==> config.mk <==
export PLATFORM = sky130hd
export DESIGN_NAME = data_cache_m
export DESIGN_NICKNAME = d
export VERILOG_FILES = /design/src/rtl/data_cache_m.sv
export SDC_FILE = /design/constraint.sdc
export NUM_CORES = 2
export LEC_CHECK = 0
export CORE_MARGIN = 1.5
export CORE_UTILIZATION = 25
export CTS_CLUSTER_DIAMETER = 200
export DETAILED_ROUTE_END_ITERATION = 8
export SYNTH_ARGS = -nofsm -noshare
export SYNTH_HDL_FRONTEND = slang
export SYNTH_SLANG_ARGS = --single-unit
==> constraint.sdc <==
create_clock -name clk -period 10.6 [get_ports clk]
set_input_delay 2.12 -clock clk [delete_from_list [all_inputs] [get_ports clk]]
set_output_delay 2.12 -clock clk [all_outputs]
set_load 0.02 [all_outputs]
==> src/rtl/data_cache_m.sv <==
// data_cache_m: direct-mapped, write-through, no-write-allocate data cache.
// Multi-word lines are refilled one word per memAck beat; the core is held
// off with a stall derived from the state register while memory is busy.
// Optional statistics outputs (hitCount/missCount) are enabled by defining
// DCACHE_STATS_EN.
module data_cache_m #(
    parameter int NUM_LINES      = 16,
    parameter int WORDS_PER_LINE = 4
) (
    input  logic        clk,
    input  logic        reset,
    input  logic [31:0] aluResult,
    input  logic [31:0] writeDataMem,
    input  logic        MemRead,
    input  logic        MemWrite,
    output logic [31:0] readData,
    output logic        readValid,
    output logic        stall,
    output logic        addrError,
    output logic        memReq,
    output logic        memWe,
    output logic [31:0] memAddr,
    output logic [31:0] memWriteData,
    input  logic        memAck,
    input  logic [31:0] memReadData
`ifdef DCACHE_STATS_EN
    ,
    output logic [31:0] hitCount,
    output logic [31:0] missCount
`endif
);

    localparam int INDEX_BITS  = $clog2(NUM_LINES);
    localparam int OFFSET_BITS = $clog2(WORDS_PER_LINE);
    localparam int TAG_BITS    = 30 - INDEX_BITS - OFFSET_BITS;
    localparam int OFFSET_W    = (OFFSET_BITS > 0) ? OFFSET_BITS : 1;
    localparam int LINE_BYTES  = WORDS_PER_LINE * 4;

    typedef enum logic [1:0] {IDLE, REFILL, RESPOND, WRITE} cacheState_t;

    cacheState_t state, nextState;

    // Line storage: tag and data arrays plus per-line valid bits.
    logic [TAG_BITS-1:0] tagArray  [NUM_LINES];
    logic [31:0]         dataArray [NUM_LINES][WORDS_PER_LINE];
    logic [NUM_LINES-1:0] validBits;

    // Miss context captured when a refill starts.
    logic [TAG_BITS-1:0]   reqTag;
    logic [INDEX_BITS-1:0] reqIndex;
    logic [OFFSET_W-1:0]   reqOffset;
    logic [OFFSET_W-1:0]   beat;

    // Address decode of the incoming request.
    logic [29:0]           wordAddr;
    logic [TAG_BITS-1:0]   reqTagIn;
    logic [INDEX_BITS-1:0] reqIndexIn;
    logic [OFFSET_W-1:0]   reqOffsetIn;

    assign wordAddr    = aluResult[31:2];
    assign reqTagIn    = TAG_BITS'(wordAddr >> (INDEX_BITS + OFFSET_BITS));
    assign reqIndexIn  = INDEX_BITS'(wordAddr >> OFFSET_BITS);
    assign reqOffsetIn = OFFSET_W'(wordAddr & 30'(WORDS_PER_LINE - 1));

    logic hit, idleReq, misaligned, acceptRead, acceptWrite, ackBeat, lastBeat;

    assign hit         = validBits[reqIndexIn] && (tagArray[reqIndexIn] == reqTagIn);
    assign idleReq     = (state == IDLE) && (MemRead || MemWrite);
    assign misaligned  = (aluResult[1:0] != 2'b00);
    assign acceptWrite = idleReq && !misaligned && MemWrite;
    assign acceptRead  = idleReq && !misaligned && !MemWrite;
    assign ackBeat     = (state == REFILL) && memAck;
    assign lastBeat    = (beat == OFFSET_W'(WORDS_PER_LINE - 1));

    // State register.
    always_ff @(posedge clk or posedge reset) begin
        // NOTE: sequential state uses non-blocking assignments so every flop
        // samples pre-edge values regardless of block ordering.
        if (reset) state <= IDLE;
        else       state <= nextState;
    end

    // Next-state decode.
    always_comb begin
        // NOTE: defaulting before the case keeps this block free of latches.
        nextState = state;
        unique case (state)
            IDLE: begin
                if (acceptWrite)             nextState = WRITE;
                else if (acceptRead && !hit) nextState = REFILL;
            end
            REFILL:  if (memAck && lastBeat) nextState = RESPOND;
            RESPOND: nextState = IDLE;
            WRITE:   if (memAck) nextState = IDLE;
        endcase
    end

    // Handshake outputs decoded straight from the state flops.
    always_comb begin
        stall  = (state != IDLE);
        memReq = (state == REFILL) || (state == WRITE);
        memWe  = (state == WRITE);
    end

    // Registered response, error pulse and memory address/data path.
    always_ff @(posedge clk or posedge reset) begin
        if (reset) begin
            readData     <= '0;
            readValid    <= 1'b0;
            addrError    <= 1'b0;
            memAddr      <= '0;
            memWriteData <= '0;
            reqTag       <= '0;
            reqIndex     <= '0;
            reqOffset    <= '0;
            beat         <= '0;
        end else begin
            readValid <= 1'b0;
            addrError <= 1'b0;
            unique case (state)
                IDLE: begin
                    if (idleReq && misaligned) begin
                        addrError <= 1'b1;
                    end else if (acceptWrite) begin
                        memAddr      <= aluResult;
                        memWriteData <= writeDataMem;
                    end else if (acceptRead) begin
                        if (hit) begin
                            readData  <= dataArray[reqIndexIn][reqOffsetIn];
                            readValid <= 1'b1;
                        end else begin
                            reqTag    <= reqTagIn;
                            reqIndex  <= reqIndexIn;
                            reqOffset <= reqOffsetIn;
                            beat      <= '0;
                            memAddr   <= aluResult & ~32'(LINE_BYTES - 1);
                        end
                    end
                end
                REFILL: begin
                    if (memAck) begin
                        beat    <= beat + 1'b1;
                        memAddr <= memAddr + 32'd4;
                    end
                end
                RESPOND: begin
                    readData  <= dataArray[reqIndex][reqOffset];
                    readValid <= 1'b1;
                end
                default: ;
            endcase
        end
    end

    // Valid bits: cleared when a refill starts, set after its final beat.
    always_ff @(posedge clk or posedge reset) begin
        if (reset) begin
            validBits <= '0;
        end else if (acceptRead && !hit) begin
            validBits[reqIndexIn] <= 1'b0;
        end else if (ackBeat && lastBeat) begin
            validBits[reqIndex] <= 1'b1;
        end
    end

    // Tag/data array writes from refill beats and write hits.
    always_ff @(posedge clk) begin
        // NOTE: the arrays carry no reset; the valid bits alone decide
        // whether their contents are meaningful.
        if (ackBeat) dataArray[reqIndex][beat] <= memReadData;
        if (ackBeat && lastBeat) tagArray[reqIndex] <= reqTag;
        if (acceptWrite && hit) dataArray[reqIndexIn][reqOffsetIn] <= writeDataMem;
    end

`ifdef DCACHE_STATS_EN
    // Hit/miss counters for accepted, aligned requests.
    always_ff @(posedge clk or posedge reset) begin
        if (reset) begin
            hitCount  <= '0;
            missCount <= '0;
        end else if (acceptRead || acceptWrite) begin
            if (hit) hitCount  <= hitCount + 32'd1;
            else     missCount <= missCount + 32'd1;
        end
    end
`endif

endmodule
==> run metrics <==
max incr delay on CP ~0.83 ns; clk buf depth 4; first-pass iteration count of the detailed router 9; Clock Sinks roughly 2.6k; hold-fix buffers at CTS 0; full die area around 470000 µm²; vias in the first global route 65.5k; register area share after synthesis 0.658; Internal Dissipation between 20 and 25 mW; combinational power share 0.245; Worst setup SP type input port; failing checks DRC; Multi-input gate area 38900 µm²; DR iter-0 viols about 9.4k; cts repair resizes 0; clock group share of total power 0.338; max cap viols 0; Netlist Area Pre-Place about 120000 µm²; post-synthesis area per instance approximately 22 µm²; antenna violations before repair 21; Die Y about 700 µm; DP Wirelength roughly 230 mm; post-synthesis cell type count between 70 and 80; worst-path maximum fanout a little under 60; via count ~63k; Worst R2R Setup Slack around 4.4 ns; Most Frequent Cell on Critical Path buf_4; number of synthesized flops with an enable pin roughly 2.4k; final hold violations 0; Initial Utilization 0.251; post-route ant nets 0; via/cell ratio between 5 and 6; commonest cells after routing, fill and taps aside edfxtp_1 (2432), mux4_2 (1424), clkbuf_16 (290); # IOs 202; clock latency at the later pin of the worst-skew pair roughly 0.9 ns; total grt overflow 0; Clock transition at path regs ~0.060 ns; crit path launch aluResult[4]; Max Fclk between 100 and 150 MHz; GRT Total Usage 0.156; Setup Crit Path Kind in -> reg; Finish-stage setup viols 0; FF/Latch Area ~77000 µm²; Sw Ratio 0.295; layout cells sized above 1 0.376; fin crit period 8.12 ns; outcome complete, but fails checks; DRC viols 33; Cell Rows 250; worst hold path class reg -> reg; Fin Clk Skew 0.0393 ns; TritonCTS clock tree yes; fin nets 5755; Slowest-stage cell, CP o22ai_4; Post-synth top flop edfxtp_1; first-pass GRT wire length 524 mm; worst r2r src tagArray[3][9]$_DFFE_PP_; Reg power frac 0.416; commonest non-fill, non-tap cell in the layout edfxtp_1; Worst Path Required between 10 and 15 ns; Setup TNS 0 ns; Die X between 600 and 700 µm; largest net degree at the start of global routing around 130; Worst setup EP type flop; async set-reset flop share out of synthesis 0.0574; P&R area growth vs syn 17.2%; CTS H-tree depth 5; mean routed wirelength per cell 31.3 µm; PwrDens 216 nW/µm²; Tot Pwr ~30 mW; flops & latches, synth approximately 2.6k; core area about 460000 µm²; CP Cell Sequence buf_8 > buf_4 > mux4_2 > nor2_1 > nor3_1 > o41ai_1 > nand3_1 > or3_1 > nor2_2 > nand2_1 > buf_4 > o22ai_4 > buf_4; RePlAce Congestion 0.880; r2r endpoint dataArray[5][29]$_DFFE_PP_; RSZ-0062 raised after global routing no; maximum VDD drop between 0.00015 and 0.0002 V; input/output buffers about 200; Setup Fix Bufs, Post-CTS 0; synth warn 0; Syn Nets between 5k and 6k; Num CTS Buffers about 280; Slew @ Worst Pin between 1 and 1.5 ns; filler instances ~45k; CP endpoint dataArray[5][29]$_DFFE_PP_; clock root cell clkbuf_16; static leakage slightly above 40 nW; period utilisation layout 0.766; Syn Inst Count about 5.4k; Slew Limit Fails 0; crit path DAT between 8 and 9 ns; drt total wl about 380 mm; Slew HR 0.131; net switching power ~8.7 mW; Worst R2R Path Depth 12
[worst max-delay path: cells and delay by family]
kind | cells | cell delay [ns]
compound gates | 2 | 1.51
buf+inv | 4 | 1.99
mux | 1 | 0.59
simple gates | 6 | 2.32
[routing by layer]
| metal | up-vias | track usage | wire, µm |
|---|---|---|---|
| met1 | 34800 | 0.207 | 145000 |
| met2 | 3712 | 0.253 | 180000 |
| li1 | 24100 | - | - |
| met4 | 14 | 0.0540 | 14800 |
| met3 | 724 | 0.0350 | 37900 |
| met5 | - | 0 | 98 |
[layout make-up]
cell class | count | area share
antenna | 3 | 0.0000549
clock buffer | 369 | 0.0559
clock inverter | 142 | 0.0117
inverter | 34 | 0.00106
multi-input combinational | 2348 | 0.285
sequential | 2580 | 0.562
tap | 6174 | 0.0565
timing repair buffer | 404 | 0.0285
[kinds of logic (layout without fill, tap and decap cells)]
logic type               Yosys count  in the layout  synth area share
buffers and inverters            437            949            0.0156
flip-flops                      2580           2580             0.658
AO/OA/AOI/OAI                    302            302            0.0166
multiplexers                    1594           1594             0.291
AND/OR/NAND/NOR                  418            418            0.0163
other                              0              3                 0
XOR/XNOR                          29             29           0.00218
adder cells (fa/ha/maj)            5              5          0.000537
[worst min-delay path by stage]
stage | slack (ns) | depth (start not counted) | end | startpoint
finish | 0.48 | 2 | readData[22]$_DFFE_PP0P_ | readData[22]$_DFFE_PP0P_
global route | 0.50 | 2 | readData[6]$_DFFE_PP0P_ | readData[6]$_DFFE_PP0P_
CTS | 0.49 | 2 | readData[22]$_DFFE_PP0P_ | readData[22]$_DFFE_PP0P_
detailed placement | 0.47 | 2 | readData[22]$_DFFE_PP0P_ | readData[22]$_DFFE_PP0P_
global placement | 0.48 | 2 | readData[19]$_DFFE_PP0P_ | readData[19]$_DFFE_PP0P_
floorplan | 0.47 | 2 | validBits[1]$_DFFE_PP0P_ | validBits[1]$_DFFE_PP0P_
[synth_stat cells (9+ instances only)]
library cell / count / area (µm²)
mux4_2: 1424 / 32100
clkbuf_1: 252 / 946
o22ai_1: 36 / 225
nand4_1: 9 / 56.3
xor2_1: 19 / 166
nor2b_1: 12 / 75.1
buf_4: 10 / 75.1
buf_2: 64 / 320
mux2i_1: 90 / 901
xnor2_1: 10 / 87.6
nand3_1: 36 / 180
nor2_1: 58 / 218
buf_1: 68 / 255
a21oi_1: 24 / 120
inv_1: 32 / 120
mux2_2: 76 / 856
dfrtp_1: 148 / 3700
and3_1: 16 / 100
edfxtp_1: 2432 / 73000
a22oi_1: 15 / 113
nand2b_1: 12 / 75.1
and2_1: 14 / 87.6
o21ai_0: 130 / 651
nor3_1: 22 / 110
nand2_1: 211 / 792
[flip-flops by register name, indices dropped and copies added, names as in the netlist]
name	cells
tagArray	384
state	2
addrError	1
memWriteData	32
reqIndex	4
readValid	1
reqTag	24
validBits	16
dataArray	2048
beat	2
readData	32
reqOffset	2
memAddr	32
[stage by stage]
| step | setup WS [ns] | utilization | area, µm² | std cells | hold WS, ns |
|---|---|---|---|---|---|
| 2_1_floorplan | 2.98 | - | 117000 | 5365 | 0.466 |
| 3_3_place_gp | 1.90 | 0.275 | 127000 | 11500 | 0.477 |
| 3_5_place_dp | 1.80 | 0.275 | 127000 | 11500 | 0.473 |
| 4_1_cts | 2.71 | 0.295 | 137000 | 12100 | 0.485 |
| 5_1_grt | 2.36 | 0.295 | 137000 | 12100 | 0.501 |
| 6_report | 2.48 | 0.295 | 137000 | 12100 | 0.476 |
[power groups by stage]
stage	sequential (mW)	combinational [mW]	clock [mW]
floorplan	12.4	4.48	0
global placement	12.5	7.30	0
detailed placement	12.5	7.33	0
CTS	12.3	7.35	10.1
global route	12.4	7.59	10.5
finish	12.3	7.25	10.0
(Power assumes the default switching activity.)
